File: config.mk
export PLATFORM = sky130hd
export DESIGN_NAME = fetch_ctrl
export DESIGN_NICKNAME = d
export VERILOG_FILES = /design/src/rtl/fetch_ctrl_pkg.sv /design/src/rtl/fetch_ctrl.sv
export SDC_FILE = /design/constraint.sdc
export NUM_CORES = 1
export LEC_CHECK = 0
export BUFFER_PORTS_ARGS = -buffer_cell sky130_fd_sc_hd__buf_2
export CAP_MARGIN = 20
export CORE_ASPECT_RATIO = 0.6
export CORE_UTILIZATION = 50
export CTS_CLUSTER_DIAMETER = 150
export DETAILED_ROUTE_END_ITERATION = 16
export PLACE_DENSITY = 0.85
export SYNTH_ARGS = -nofsm -noshare
export SYNTH_HDL_FRONTEND = slang
export SYNTH_SLANG_ARGS = --single-unit
File: constraint.sdc
create_clock -name clock -period 2.45 [get_ports clock]
set_clock_uncertainty 0.2 [all_clocks]
set_input_delay 0.1225 -clock clock [delete_from_list [all_inputs] [get_ports clock]]
set_output_delay 0.1225 -clock clock [all_outputs]
set_load 0.02 [all_outputs]
File: src/rtl/fetch_ctrl_pkg.sv
// Shared Mipu constants: opcode field slice, opcodes, register codes and the
// fetch FSM state encodings. Imported by every file that decodes an opcode.
package fetch_ctrl_pkg;

  // Opcode field position inside a 16-bit instruction word
  localparam int unsigned OPC_MSB = 15;
  localparam int unsigned OPC_LSB = 11;
  localparam int unsigned OPC_W   = OPC_MSB - OPC_LSB + 1;

  // Opcodes
  localparam logic [4:0] OP_NOP   = 5'b00000;
  localparam logic [4:0] OP_HALT  = 5'b00001;
  localparam logic [4:0] OP_LOAD  = 5'b00010;
  localparam logic [4:0] OP_STORE = 5'b00011;
  localparam logic [4:0] OP_ADD   = 5'b01000;
  localparam logic [4:0] OP_ADDI  = 5'b01001;
  localparam logic [4:0] OP_SUB   = 5'b01010;
  localparam logic [4:0] OP_CMP   = 5'b01100;
  localparam logic [4:0] OP_LDIH  = 5'b10000;
  localparam logic [4:0] OP_JUMP  = 5'b11000;
  localparam logic [4:0] OP_JMPR  = 5'b11001;
  localparam logic [4:0] OP_BZ    = 5'b11010;
  localparam logic [4:0] OP_BNZ   = 5'b11011;

  // General-register codes
  localparam logic [2:0] GR0 = 3'd0;
  localparam logic [2:0] GR1 = 3'd1;
  localparam logic [2:0] GR2 = 3'd2;
  localparam logic [2:0] GR3 = 3'd3;
  localparam logic [2:0] GR4 = 3'd4;
  localparam logic [2:0] GR5 = 3'd5;
  localparam logic [2:0] GR6 = 3'd6;
  localparam logic [2:0] GR7 = 3'd7;

  // Fetch FSM state encodings
  localparam logic [1:0] ST_IDLE   = 2'b00;
  localparam logic [1:0] ST_RUN    = 2'b01;
  localparam logic [1:0] ST_HALTED = 2'b10;

  // True when an opcode field names HALT
  function automatic logic is_halt(input logic [OPC_W-1:0] opc);
    return opc == OP_HALT;
  endfunction

endpackage

File: src/rtl/fetch_ctrl.sv
// Instruction-fetch sequencer for the 16-bit Mipu core.
// Owns the PC, addresses the combinational instruction ROM and registers the
// returned word into the decode-stage IR. Handles start/restart, stall,
// taken-branch redirect with a one-cycle bubble, and HALT detection.
// Ports:
//   clock, reset        : clock (rising edge), async active-low reset
//   start               : begin fetch from IDLE / restart from HALTED
//   stall               : freeze PC and IR
//   branch_taken/target : execute-stage redirect
//   im_addr / im_data   : IM address (the PC register) and same-cycle word
//   id_ir/id_pc/id_valid: registered instruction, its address, valid flag
//   halted              : HALT fetched, fetch stopped
//   fetch_cnt           : saturating count of issued instructions
module fetch_ctrl
  import fetch_ctrl_pkg::*;
#(
  parameter int unsigned       ADDR_W   = 8,
  parameter int unsigned       DATA_W   = 16,
  parameter logic [ADDR_W-1:0] RESET_PC = 8'h00,
  parameter logic [DATA_W-1:0] NOP_WORD = 16'h0000
) (
  input  logic              clock,
  input  logic              reset,
  input  logic              start,
  input  logic              stall,
  input  logic              branch_taken,
  input  logic [ADDR_W-1:0] branch_target,
  output logic [ADDR_W-1:0] im_addr,
  input  logic [DATA_W-1:0] im_data,
  output logic [DATA_W-1:0] id_ir,
  output logic [ADDR_W-1:0] id_pc,
  output logic              id_valid,
  output logic              halted,
  output logic [15:0]       fetch_cnt
);

  localparam int unsigned CNT_W = 16;

  logic [1:0]        state_q,     state_d;
  logic [ADDR_W-1:0] pc_q,        pc_d;
  logic [DATA_W-1:0] id_ir_q,     id_ir_d;
  logic [ADDR_W-1:0] id_pc_q,     id_pc_d;
  logic              id_valid_q,  id_valid_d;
  logic              halted_q,    halted_d;
  logic [CNT_W-1:0]  fetch_cnt_q, fetch_cnt_d;

  // Next-state and datapath
  always_comb begin
    state_d     = state_q;
    pc_d        = pc_q;
    id_ir_d     = id_ir_q;
    id_pc_d     = id_pc_q;
    id_valid_d  = id_valid_q;
    halted_d    = halted_q;
    fetch_cnt_d = fetch_cnt_q;

    case (state_q)
      ST_IDLE: begin
        id_valid_d = 1'b0;
        if (start) state_d = ST_RUN;
      end

      ST_RUN: begin
        if (branch_taken) begin
          // Redirect wins over stall; the IR slot becomes a bubble
          pc_d       = branch_target;
          id_ir_d    = NOP_WORD;
          id_valid_d = 1'b0;
        end else if (!stall) begin
          id_ir_d     = im_data;
          id_pc_d     = pc_q;
          id_valid_d  = 1'b1;
          fetch_cnt_d = (fetch_cnt_q == {CNT_W{1'b1}}) ? fetch_cnt_q
                                                       : fetch_cnt_q + CNT_W'(1);
          // HALT is issued once, PC parks on it
          if (is_halt(im_data[OPC_MSB:OPC_LSB])) begin
            state_d  = ST_HALTED;
            halted_d = 1'b1;
          end else begin
            pc_d = pc_q + ADDR_W'(1);
          end
        end
      end

      ST_HALTED: begin
        id_valid_d = 1'b0;
        if (start) begin
          pc_d     = RESET_PC;
          id_ir_d  = NOP_WORD;
          halted_d = 1'b0;
          state_d  = ST_RUN;
        end
      end

      default: state_d = ST_IDLE;
    endcase
  end

  // State registers
  always_ff @(posedge clock or negedge reset) begin
    if (!reset) begin
      state_q     <= ST_IDLE;
      pc_q        <= RESET_PC;
      id_ir_q     <= NOP_WORD;
      id_pc_q     <= '0;
      id_valid_q  <= 1'b0;
      halted_q    <= 1'b0;
      fetch_cnt_q <= '0;
    end else begin
      state_q     <= state_d;
      pc_q        <= pc_d;
      id_ir_q     <= id_ir_d;
      id_pc_q     <= id_pc_d;
      id_valid_q  <= id_valid_d;
      halted_q    <= halted_d;
      fetch_cnt_q <= fetch_cnt_d;
    end
  end

  assign im_addr   = pc_q;
  assign id_ir     = id_ir_q;
  assign id_pc     = id_pc_q;
  assign id_valid  = id_valid_q;
  assign halted    = halted_q;
  assign fetch_cnt = fetch_cnt_q;

endmodule

==> results.cfg <==
[run_status]
status = finished, final reports clean

[worst_setup_path]
crit_path_start = im_data[14]
path_cells = dlygate4sd3_1, buf_2, or4_4, o211ai_4, and2_4, o31ai_1, a221o_1
slowest_stage = or4_4
reg2reg_setup_slack_ns = 0.40
timing.rr.start = fetch_cnt[8]$_DFFE_PN0P_
start_kind = input pin
crit_required_ns = 2.44
r2r_end = fetch_cnt[1]$_DFFE_PN0P_
slowest_delay_ns = 0.55
critPathKind = input pin to flip-flop
critPathCapture = im_addr[2]$_DFFE_PN0P_
ff2ff_path_depth = 4
end_kind = flip-flop
path_max_fanout = 11
worst_ep_arrival_time_ns = 2.19

[routing]
drc = 0
postRouteAntennaNets = 0
wl_per_cell_um = 13.7
vias = 2088
drt_iter0_drc = 128
dr.pass1.iters = 4
via_per_inst = 5.18
routed_wl_mm = 5.51

[cts]
ctsLongestPathBuffers = 2
cts_root_buf = clkbuf_8
cts_htree_levels = 2
clk_latency_ns = 0.31
tritoncts = done
postCtsSetupRepairBufs = 0
clkSlewWorstSetupHoldPaths_ns = 0.09
cts_hold_buf = 25
cts_sinks = 52
cts_made_buffers = 5
cts_resized = 0

[cells_and_area]
finalInstanceArea_um2 = 3210
seqCellArea_um2 = 1300
final_layout_size_suffix_gt1_share_pct = 30.6
syn_to_final_growth_pct = 33.7
diodes = 0
multi_input_area_um2 = 1040
nFillCells = 348
nNetsFinal = 370

[synthesis]
synth.distinct_cells = 37
ys_ff_latch = 52
avgSynthCellArea_um2 = 10.3
synth_top_area_cell = dfrtp_1
seq_area_frac_synth_pct = 54.1
synth_area_leaders = dfrtp_1 (54%), nand2_1 (7.2%), o21ai_0 (4.4%)
yosysWarnings = 0
synth_top_area_share_pct = 54.1
synth_cells = 234
synth_area_um2 = 2400
syn_nets = 265

[floorplan]
start_util_pct = 52.4
core_area_um2 = 4590
die_y_um = 55.7
die_x_um = 91.5
num_io_pins = 79
fp.dieArea_um2 = 5100
rows = 19

[grt]
grt.total_usage_pct = 22.8
grt_pass1_vias = 1920
grt_max_degree = 53
grt_pass1_wl_mm = 9.06
antenna_found_initial = 0
grt-ovfl-total = 0

[placed_design]
dp_slack_ns = 0.388
routabilityCongestion = 0.807
io_buffer_count = 78
dpl.hpwl_mm = 3.83
place_area_um2 = 2860

[sta]
maxSlewViolCount = 0
rsz0062_at_grt = no
period_minus_slack_ns = 2.20
setup_violations = 0
setup_tns_ns = 0
max_freq_mhz = 455
max_slew.worst_pin.slew_ns = 0.639
hold_violations = 0
slew_headroom_pct = 57.4
finalCritPeriodShare_pct = 89.8
fin_ws_ns = 0.250

[power]
powerDensity_nw_per_um2 = 909
ir_drop_mv = 0.537
leakage_nw = 1.59
finalPower_w = 0.00292

[min_path]
min_path_type = input pin to flip-flop

[job]
cap_viol_max_count = 0
## through the flow
stage               hold WS [ns]  instances  util (%)
CTS                       0.0117        403      70.1
global route              0.0445        403      70.1
detailed placement        0.0748        370      62.3
global placement          0.0750        370      62.3
finish                    0.0230        403      70.1
floorplan                 -0.373        234         -
## cells in the final DEF (no fill, tap or decap), drive strengths merged, types with 2 or more instances in the layout
cell type,count
nor2,9
inv,5
nand2b,5
mux2i,5
xnor2,10
xor2,5
o31ai,5
nand3,10
mux2,9
nand4,6
dlygate4sd3,25
nand2,46
buf,82
o311ai,3
ha,2
clkbuf,6
a21oi,4
nor3,6
o21ai,21
and3,7
dfrtp,52
and2,2
## worst max-delay path, delay by kind of cell
| family | cells | cell delay, ns |
|---|---|---|
| AOI/OAI and AO/OA | 3 | 0.60 |
| buffers and inverters | 2 | 0.66 |
| and+or+nand+nor | 2 | 0.80 |
## registers in the layout (all words and copies together) (netlist names)
name / count
id_valid: 1
fetch_cnt: 16
im_addr: 8
state_q: 2
id_pc: 8
id_ir: 16
halted: 1
## how the worst min path moves through the flow
stage / from / endpoint / slack [ns] / cells past startpoint
2_1_floorplan: reset / fetch_cnt[0]$_DFFE_PN0P_ / -0.37 / 0
3_3_place_gp: reset / id_pc[5]$_DFFE_PN0P_ / 0.07 / 2
3_5_place_dp: reset / id_pc[5]$_DFFE_PN0P_ / 0.07 / 2
4_1_cts: stall / state_q[1]$_DFFE_PN0P_ / 0.01 / 4
5_1_grt: branch_taken / im_addr[5]$_DFFE_PN0P_ / 0.04 / 3
6_report: stall / state_q[1]$_DFFE_PN0P_ / 0.02 / 4
## layer usage
layer,track usage [%],vias up,wire length (um)
met5,0,-,0
met1,33.0,980,2660
met4,8.39,0,117
met3,4.64,14,297
met2,34.2,74,2440
li1,-,1020,-
## cell usage after synthesis
library cell,n
a21oi_1,4
a221o_1,1
a22oi_1,1
a31oi_1,1
and2_1,1
and2_4,1
and2b_1,1
and3_1,7
and4bb_2,1
buf_2,2
buf_6,2
clkbuf_1,5
dfrtp_1,52
ha_1,2
inv_1,5
mux2_2,9
mux2i_1,5
nand2_1,46
nand2b_1,5
nand3_1,10
nand4_1,6
nor2_1,9
nor2b_1,1
nor3_1,6
o211ai_4,1
o21ai_0,21
o221a_2,1
o22ai_1,1
o311ai_0,1
o311ai_1,2
o31a_1,1
o31ai_1,5
or2_1,1
or3_1,1
or4_4,1
xnor2_1,10
xor2_1,5
## logic make-up (layout without fill, tap and decap cells)
logic type	count (synthesis)	count (layout)	synth area share, %
simple gates	97	97	19.3
xor+xnor	15	15	5.47
mux	14	14	6.30
fa+ha+maj	2	2	1.04
flops	52	52	54.1
buf+inv	14	120	2.92
compound gates	40	40	10.8
## cell type report
class | count | area share [%]
Clock buffer | 6 | 2.26
Clock inverter | 2 | 1.09
Inverter | 5 | 0.584
Multi-Input combinational cell | 168 | 32.3
Sequential cell | 52 | 40.5
Tap cell | 63 | 2.45
Timing Repair Buffer | 107 | 20.9
## power breakdown
part	internal [W]	switching, W
clock network	0.000303	0.000270
logic	0.000429	0.000626
registers	0.00108	0.000212
No activity file was read; power rests on OpenSTA's default activity.
